## src/rtl/float_align_shifter.sv

```systemverilog
// rtl/float_align_shifter.sv - significand alignment stage for the float adder pipeline
//
// Picks the larger/smaller of two single-precision operands from the swap bit
// of the exponent-difference word, then right-shifts the smaller significand
// by the (clamped) exponent difference while keeping guard/round/sticky bits.
// Only one operation is in flight at a time.
//
// Ports:
//   clk, res            - clock (rising edge), synchronous active-high reset
//   a, b                - IEEE-754 operands {sign, exp, frac}
//   diff                - {swap, |exp_a-exp_b|}; swap=1 means B is larger
//   in_valid/in_ready   - input handshake (ready only while idle)
//   out_valid/out_ready - output handshake (outputs held while waiting)
//   swapped             - latched swap bit
//   sign_big/sign_small - signs of larger/smaller operand
//   exp_out             - exponent of the larger operand
//   mant_big            - {hidden, frac} of the larger operand
//   mant_small          - aligned {hidden, frac, G, R, S} of the smaller operand
//
// Build option: FAST_ALIGN_EN selects a single-cycle barrel shifter in place
// of the iterative one-bit-per-cycle shifter.

module float_align_shifter #(
  parameter int EXP_W     = 8,
  parameter int MANT_W    = 23,
  parameter int MAX_SHIFT = 27
) (
  input  logic                      clk,
  input  logic                      res,
  input  logic [EXP_W+MANT_W:0]     a,
  input  logic [EXP_W+MANT_W:0]     b,
  input  logic [EXP_W:0]            diff,
  input  logic                      in_valid,
  output logic                      in_ready,
  output logic                      out_valid,
  input  logic                      out_ready,
  output logic                      swapped,
  output logic                      sign_big,
  output logic                      sign_small,
  output logic [EXP_W-1:0]          exp_out,
  output logic [MANT_W:0]           mant_big,
  output logic [MANT_W+3:0]         mant_small
);

  localparam int TOT_W = 1 + EXP_W + MANT_W;
  localparam int SIG_W = MANT_W + 1;
  localparam int AL_W  = MANT_W + 4;
  localparam int CNT_W = $clog2(MAX_SHIFT + 1);
  localparam logic [EXP_W-1:0] MAX_SHIFT_E = EXP_W'(MAX_SHIFT);

  typedef enum logic [1:0] {IDLE, SHIFT, DONE} state_t;

  state_t            state_q, state_d;
  logic [CNT_W-1:0]  cnt_q, cnt_d;
  logic              in_ready_q, in_ready_d;
  logic              out_valid_q, out_valid_d;
  logic              swapped_q, swapped_d;
  logic              sign_big_q, sign_big_d;
  logic              sign_small_q, sign_small_d;
  logic [EXP_W-1:0]  exp_q, exp_d;
  logic [SIG_W-1:0]  mant_big_q, mant_big_d;
  logic [AL_W-1:0]   mant_small_q, mant_small_d;

  // Operand selection and initial alignment value, only meaningful in IDLE.
  logic [TOT_W-1:0]  big_op, small_op;
  logic              hid_big, hid_small;
  logic [AL_W-1:0]   al_init;
  logic [CNT_W-1:0]  shamt;

`ifdef FAST_ALIGN_EN
  logic [AL_W-1:0]   fast_mask;
  logic [AL_W-1:0]   fast_shifted;
  logic              fast_sticky;
`endif

  always_comb begin
    big_op    = diff[EXP_W] ? b : a;
    small_op  = diff[EXP_W] ? a : b;
    hid_big   = |big_op[TOT_W-2:MANT_W];
    hid_small = |small_op[TOT_W-2:MANT_W];
    al_init   = {hid_small, small_op[MANT_W-1:0], 3'b000};
    // Differences beyond MAX_SHIFT would only feed the sticky bit anyway.
    shamt     = (diff[EXP_W-1:0] >= MAX_SHIFT_E) ? CNT_W'(MAX_SHIFT)
                                                 : CNT_W'(diff[EXP_W-1:0]);
  end

`ifdef FAST_ALIGN_EN
  // At the clamp the mask wraps to all ones, folding every bit into sticky.
  always_comb begin
    fast_mask    = (AL_W'(1) << shamt) - AL_W'(1);
    fast_shifted = al_init >> shamt;
    fast_sticky  = |(al_init & fast_mask);
  end
`endif

  always_comb begin
    state_d      = state_q;
    cnt_d        = cnt_q;
    in_ready_d   = in_ready_q;
    out_valid_d  = out_valid_q;
    swapped_d    = swapped_q;
    sign_big_d   = sign_big_q;
    sign_small_d = sign_small_q;
    exp_d        = exp_q;
    mant_big_d   = mant_big_q;
    mant_small_d = mant_small_q;

    case (state_q)
      IDLE: begin
        if (in_valid) begin
          swapped_d    = diff[EXP_W];
          sign_big_d   = big_op[TOT_W-1];
          sign_small_d = small_op[TOT_W-1];
          exp_d        = big_op[TOT_W-2:MANT_W];
          mant_big_d   = {hid_big, big_op[MANT_W-1:0]};
          in_ready_d   = 1'b0;
          cnt_d        = shamt;
`ifdef FAST_ALIGN_EN
          mant_small_d = {fast_shifted[AL_W-1:1], fast_shifted[0] | fast_sticky};
          state_d      = DONE;
          out_valid_d  = 1'b1;
`else
          mant_small_d = al_init;
          if (shamt == '0) begin
            state_d     = DONE;
            out_valid_d = 1'b1;
          end else begin
            state_d     = SHIFT;
          end
`endif
        end
      end

      SHIFT: begin
        // Bit 0 is the sticky bit: it ORs in everything shifted past it.
        mant_small_d = {1'b0, mant_small_q[AL_W-1:2], mant_small_q[1] | mant_small_q[0]};
        cnt_d        = cnt_q - CNT_W'(1);
        if (cnt_q == CNT_W'(1)) begin
          state_d     = DONE;
          out_valid_d = 1'b1;
        end
      end

      DONE: begin
        if (out_ready) begin
          state_d     = IDLE;
          out_valid_d = 1'b0;
          in_ready_d  = 1'b1;
        end
      end

      default: begin
        state_d     = IDLE;
        out_valid_d = 1'b0;
        in_ready_d  = 1'b1;
      end
    endcase
  end

  always_ff @(posedge clk) begin
    if (res) begin
      state_q      <= IDLE;
      cnt_q        <= '0;
      in_ready_q   <= 1'b1;
      out_valid_q  <= 1'b0;
      swapped_q    <= 1'b0;
      sign_big_q   <= 1'b0;
      sign_small_q <= 1'b0;
      exp_q        <= '0;
      mant_big_q   <= '0;
      mant_small_q <= '0;
    end else begin
      state_q      <= state_d;
      cnt_q        <= cnt_d;
      in_ready_q   <= in_ready_d;
      out_valid_q  <= out_valid_d;
      swapped_q    <= swapped_d;
      sign_big_q   <= sign_big_d;
      sign_small_q <= sign_small_d;
      exp_q        <= exp_d;
      mant_big_q   <= mant_big_d;
      mant_small_q <= mant_small_d;
    end
  end

  assign in_ready   = in_ready_q;
  assign out_valid  = out_valid_q;
  assign swapped    = swapped_q;
  assign sign_big   = sign_big_q;
  assign sign_small = sign_small_q;
  assign exp_out    = exp_q;
  assign mant_big   = mant_big_q;
  assign mant_small = mant_small_q;

endmodule

```

## config.mk

```make
export PLATFORM = sky130hd
export DESIGN_NAME = float_align_shifter
export DESIGN_NICKNAME = d
export VERILOG_FILES = /design/src/rtl/float_align_shifter.sv
export SDC_FILE = /design/constraint.sdc
export NUM_CORES = 1
export LEC_CHECK = 0
export BUFFER_PORTS_ARGS = -buffer_cell sky130_fd_sc_hd__buf_2
export CORE_MARGIN = 2
export CORE_UTILIZATION = 44
export DETAILED_ROUTE_END_ITERATION = 6
export MAX_ROUTING_LAYER = met4
export PLACE_DENSITY = 0.77
export SYNTH_ARGS = -nofsm -noshare
export SYNTH_HDL_FRONTEND = slang
export SYNTH_SLANG_ARGS = --single-unit
```

## constraint.sdc

```tcl
create_clock -name clk -period 1.4 [get_ports clk]
set_clock_uncertainty 0.05 [all_clocks]
set_input_delay 0.21 -clock clk [delete_from_list [all_inputs] [get_ports clk]]
set_output_delay 0.21 -clock clk [all_outputs]
set_load 0.02 [all_outputs]
```

**After elaboration in Yosys (flattened, before gate mapping)**

Cells that the tools add are included.

- Flip-flop bits (word level): 71
- Logic and storage cells: 51

- Add/sub/neg operators: 1
- Magnitude comparators: 1
- Equality and inequality tests: 7
- Multiplexer cells: 20
- Bitwise operators: 2
- Reductions and logical operators: 10

Operator list:

| kind | number |
|---|---|
| 2-to-1 mux 32 bit | 2 |
| case mux 27 bit (2 select lines) | 1 |
| 2-to-1 mux 27 bit | 1 |
| OR reduction 8 bit | 2 |
| 2-to-1 mux 5 bit | 2 |
| case mux 5 bit (2 select lines) | 1 |
| >= comparator 8 x 5 -> 1 bit, second input constant | 1 |
| 2-to-1 mux 2 bit | 4 |
| inequality test 2 bit, second input constant | 4 |
| 2-to-1 mux 1 bit | 6 |
| case mux 1 bit (3 select lines) | 2 |
| case mux 2 bit (3 select lines) | 1 |
| AND reduction 3 bit | 2 |
| == test 5 x 1 -> 1 bit, second input constant | 1 |
| logical NOT 5 bit | 1 |
| subtractor 5 x 1 -> 5 bit, second input constant | 1 |
| AND reduction 2 bit | 2 |
| AND reduction 4 bit | 1 |
| == test 2 x 1 -> 1 bit, second input constant | 1 |
| == test 2 bit, second input constant | 1 |
| logical NOT 2 bit | 1 |
| nonzero test 2 bit | 1 |
| NOT 1 bit | 1 |
| bitwise OR 1 bit | 1 |

**Logic depth before layout (Yosys ltp)**

- Depth in word-level cells: 6
- Mapped depth: 6

**Worst setup path before layout**

OpenSTA, ideal clock, no wires.

- Path kind: reg-to-reg
- From: reg state_q[1]
- To: reg mant_small_q[21] (netlist: mant_small[21])
- Setup time: 0.128 ns
- Arrival: 1.207 ns
- Data required time: 1.222 ns
- Slack: 0.016 ns
- Stages on the path, launching flop included: 7
- Path buffers: 3
- Path through: dfxtp_1 > buf_4 > o21bai_1 > buf_2 > buf_4 > a222oi_1 > nor2_1

- Longest elaborated chain between the ends: 3

RTL lines:

| item | RTL line | source |
|---|---|---|
| from (decl) | 53 | `state_t state_q, state_d;` |
| from (signal assigned) | 173 | `state_q <= state_d;` |
| == test 2 x 1 -> 1 bit or logical NOT 2 bit (tied branches) | 108 | `case (state_q)` |
| nonzero test 2 bit (no source line) or inequality test 2 bit (tied branches) | n/a |  |
| AND reduction 2 bit (no source line) | n/a |  |
| to (signal assigned) | 182 | `mant_small_q <= mant_small_d;` |
| to (decl) | 62 | `logic [AL_W-1:0] mant_small_q, mant_small_d;` |

Parallel ways exist; a longest one is shown, timed or not.
A chain may end at the register's enable or synchronous reset.

**Final worst setup path**

- From: reg cnt_q[2]
- To: reg state_q[1]

- Longest elaborated chain between the ends: 3

RTL lines:

| item | RTL line | source |
|---|---|---|
| from (decl) | 54 | `logic [CNT_W-1:0] cnt_q, cnt_d;` |
| from (signal assigned) | 174 | `cnt_q <= cnt_d;` |
| == test 5 x 1 -> 1 bit | 138 | `if (cnt_q == CNT_W'(1)) begin` |
| inequality test 2 bit (no source line) | n/a |  |
| AND reduction 3 bit (no source line) | n/a |  |

Every way passes these cells.

==> impl_metrics.env <==
export IMPL_status="complete, but fails checks"
export IMPL_violations="setup timing"
export IMPL_grt_overflow_total=0
export IMPL_synthTopCellsByArea="dfxtp_1 41%, mux2i_1 9.3%, mux2_2 7.5%"
export IMPL_wl_um=10000
export IMPL_grt_pass1_vias=3258
export IMPL_antenna_cells=0
export IMPL_drtAntennaViolNets=0
export IMPL_clkSlewWorstSetupHoldPaths_ns=0.07
export IMPL_min_period_ns=1.43
export IMPL_dp_slack_ns=-0.0940
export IMPL_grt_pass1_wl_um=14800
export IMPL_synth_distinct_cells=38
export IMPL_synth_commonest_cells="71 x dfxtp_1, 67 x nor2_1, 32 x mux2i_1"
export IMPL_hold_end="cnt_q[2]$_SDFFE_PP0P_"
export IMPL_grt_use_met2_pct=38.1
export IMPL_setup_viol=2
export IMPL_place_congestion=0.867
export IMPL_crit_type="reg2reg"
export IMPL_routed_via_count=3532
export IMPL_comb_power_share_pct=30.9
export IMPL_p_switching_w=0.00197
export IMPL_min_path_cells=3
export IMPL_clockBufferDepth=2
export IMPL_vdd_ir_drop_max_uv=833
export IMPL_worstHoldStart="diff[2]"
export IMPL_cts_hold_buf=0
export IMPL_ff2ff_setup_slack_ns=-0.03
export IMPL_syn2layout_area_growth_pct=42.7
export IMPL_cts_max_level=3
export IMPL_power_frac_clock_pct=29.9
export IMPL_p_leak_nw=2.25
export IMPL_cts_tree="built"
export IMPL_cp_end_kind="register"
export IMPL_portBuffers=140
export IMPL_synth_edff_count=0
export IMPL_fin_ws_ns=-0.0286
export IMPL_max_cap_violations=0
export IMPL_clock_fmax_mhz=700
export IMPL_tightest_slew_ns=0.409
export IMPL_period_share_pct=102
export IMPL_rsz0062_at_grt="yes"
export IMPL_drc_errors=0
export IMPL_synth_top_area_share_pct=41.2
export IMPL_relSlewSlack_pct=72.5
export IMPL_drt_iter0_markers=201
export IMPL_gr_usage_met3_pct=3.25
export IMPL_intPower_w=0.00415
export IMPL_r2r_cells=4
export IMPL_synth_area_um2=3450
export IMPL_viasPerCell=5.60
export IMPL_wl_per_cell_um=15.9
export IMPL_drive_gt1_share_pct=49.0
export IMPL_yosysWarnings=0
export IMPL_fin_tns_setup_ns=-0.0295
export IMPL_synth_flop_cell="dfxtp_1"
export IMPL_cts_root_buf="clkbuf_8"
export IMPL_cts_sink_count=71
export IMPL_io_pins=141
export IMPL_worst_r2r_startpoint="cnt_q[2]$_SDFFE_PP0P_"
export IMPL_slew_violations=0
export IMPL_nets=603
export IMPL_yosysMostFrequentCell="dfxtp_1"
export IMPL_hold_viol=0
export IMPL_cts_buffers=9
export IMPL_clk_latency_ns=0.34
export IMPL_power_w=0.00613
export IMPL_final_util_pct=64.3
export IMPL_grt_use_total_pct=22.0
export IMPL_synth_nets=439
export IMPL_hold_class="in2reg"
export IMPL_start_kind="register"
export IMPL_async_flop_share_pct=0
export IMPL_pwr_share_seq_pct=39.2
export IMPL_switching_share_pct=32.2
export IMPL_rr_endpoint="state_q[1]$_SDFFE_PP0P_"
export IMPL_start_util_pct=45.1
export IMPL_synth_seq_area_share_pct=41.2
export IMPL_dp_hpwl_um=6980
export IMPL_core_um2=7650
export IMPL_synth_largest_area_cell="dfxtp_1"
export IMPL_die_w_um=92.5
export IMPL_die_area_um2=8560
export IMPL_hold_ws_ns=0.114
export IMPL_synth_cells=360
export IMPL_busiest_layer="met2"
export IMPL_crit_arrival_ns=1.64
export IMPL_met1_usage_pct=25.9
export IMPL_rows=32
export IMPL_drtPass1Iterations=5
export IMPL_antenna_found_initial=0
export IMPL_cp_required_ns=1.61
export IMPL_crit_fanout=5
export IMPL_grt_max_degree=34
export IMPL_ys_ff_latch=71
export IMPL_postSynthAreaPerCell_um2=9.58
export IMPL_dieHeight_um=92.5
export IMPL_powerDensity_nw_per_um2=1250
repair_timing:
item | CTS | global route
pin swaps | 1 | 18
endpoints found under the setup margin | 45 | 43
gates resized for setup | 4 | 21
setup buffers | 1 | 4
gates cloned | 0 | 5
worst max-delay path, cell delays in order (launching register included):
cell and delay, ns:
dfxtp_1 0.36, nor2_1 0.24, a31oi_2 0.17, or3_1 0.36, a21oi_1 0.17
state kept, by name, summed over array words and instances (netlist names):
signal      count
mant_big       24
swapped         1
cnt_q           5
out_valid       1
exp_out         8
sign_small      1
state_q         2
in_ready        1
mant_small     27
sign_big        1
power groups by stage:
| stage | combinational [W] | clock, W | sequential [W] |
|---|---|---|---|
| global route | 0.00204 | 0.00196 | 0.00243 |
| detailed placement | 0.00168 | 0 | 0.00244 |
| global placement | 0.00163 | 0 | 0.00243 |
| CTS | 0.00170 | 0.00184 | 0.00239 |
| finish | 0.00190 | 0.00183 | 0.00240 |
| floorplan | 0.000834 | 0 | 0.00265 |
layout by cell type, fill, tap and decap left out, types with 11 or more instances in the layout:
cell type	n
nor3_1	11
buf_4	30
a222oi_1	23
a211oi_1	14
dfxtp_1	69
mux2_2	23
mux2i_1	32
a21oi_1	15
buf_2	141
nor2_1	66
a211oi_2	21
per-layer routing:
metal  part of all wire, %  vias up
met4                   1.8        0
met2                    51      149
li1                      -     1683
met5                     0        -
met3                   6.7       17
met1                    41     1683
worst max-delay path by stage:
stage | end | depth (start not counted) | startpoint
5_1_grt | cnt_q[2]$_SDFFE_PP0P_ | 6 | state_q[1]$_SDFFE_PP0P_
3_5_place_dp | exp_out[2]$_SDFFE_PP0P_ | 5 | state_q[1]$_SDFFE_PP0P_
3_3_place_gp | mant_small[15]$_SDFFE_PP0P_ | 5 | diff[8]
6_report | state_q[1]$_SDFFE_PP0P_ | 4 | cnt_q[2]$_SDFFE_PP0P_
2_1_floorplan | mant_small[21]$_SDFFE_PP0P_ | 6 | state_q[1]$_SDFFE_PP0P_
4_1_cts | cnt_q[2]$_SDFFE_PP0P_ | 6 | state_q[0]$_SDFFE_PP0P_
stage by stage:
stage / instances / instance area (um^2)
floorplan: 360 / 3450
global placement: 605 / 4450
detailed placement: 605 / 4450
CTS: 622 / 4690
global route: 631 / 4920
finish: 631 / 4920
cell families (layout without fill, tap and decap cells):
group / Yosys count / count (layout) / share of synthesized area, %
AOI/OAI and AO/OA: 87 / 87 / 21.0
adders and majority gates: 2 / 2 / 0.725
muxes: 55 / 55 / 16.8
and+or+nand+nor: 109 / 109 / 14.1
buffers and inverters: 36 / 205 / 6.09
DFF: 71 / 71 / 41.2
layout make-up:
type	instances	area, um^2
Fill cell	629	2730
Inverter	3	11.3
Timing Repair Buffer	186	1220
Sequential cell	71	1430
Clock inverter	5	81.3
Multi-Input combinational cell	253	1910
Tap cell	102	128
Clock buffer	11	141
No activity file was read; power rests on OpenSTA's default activity.
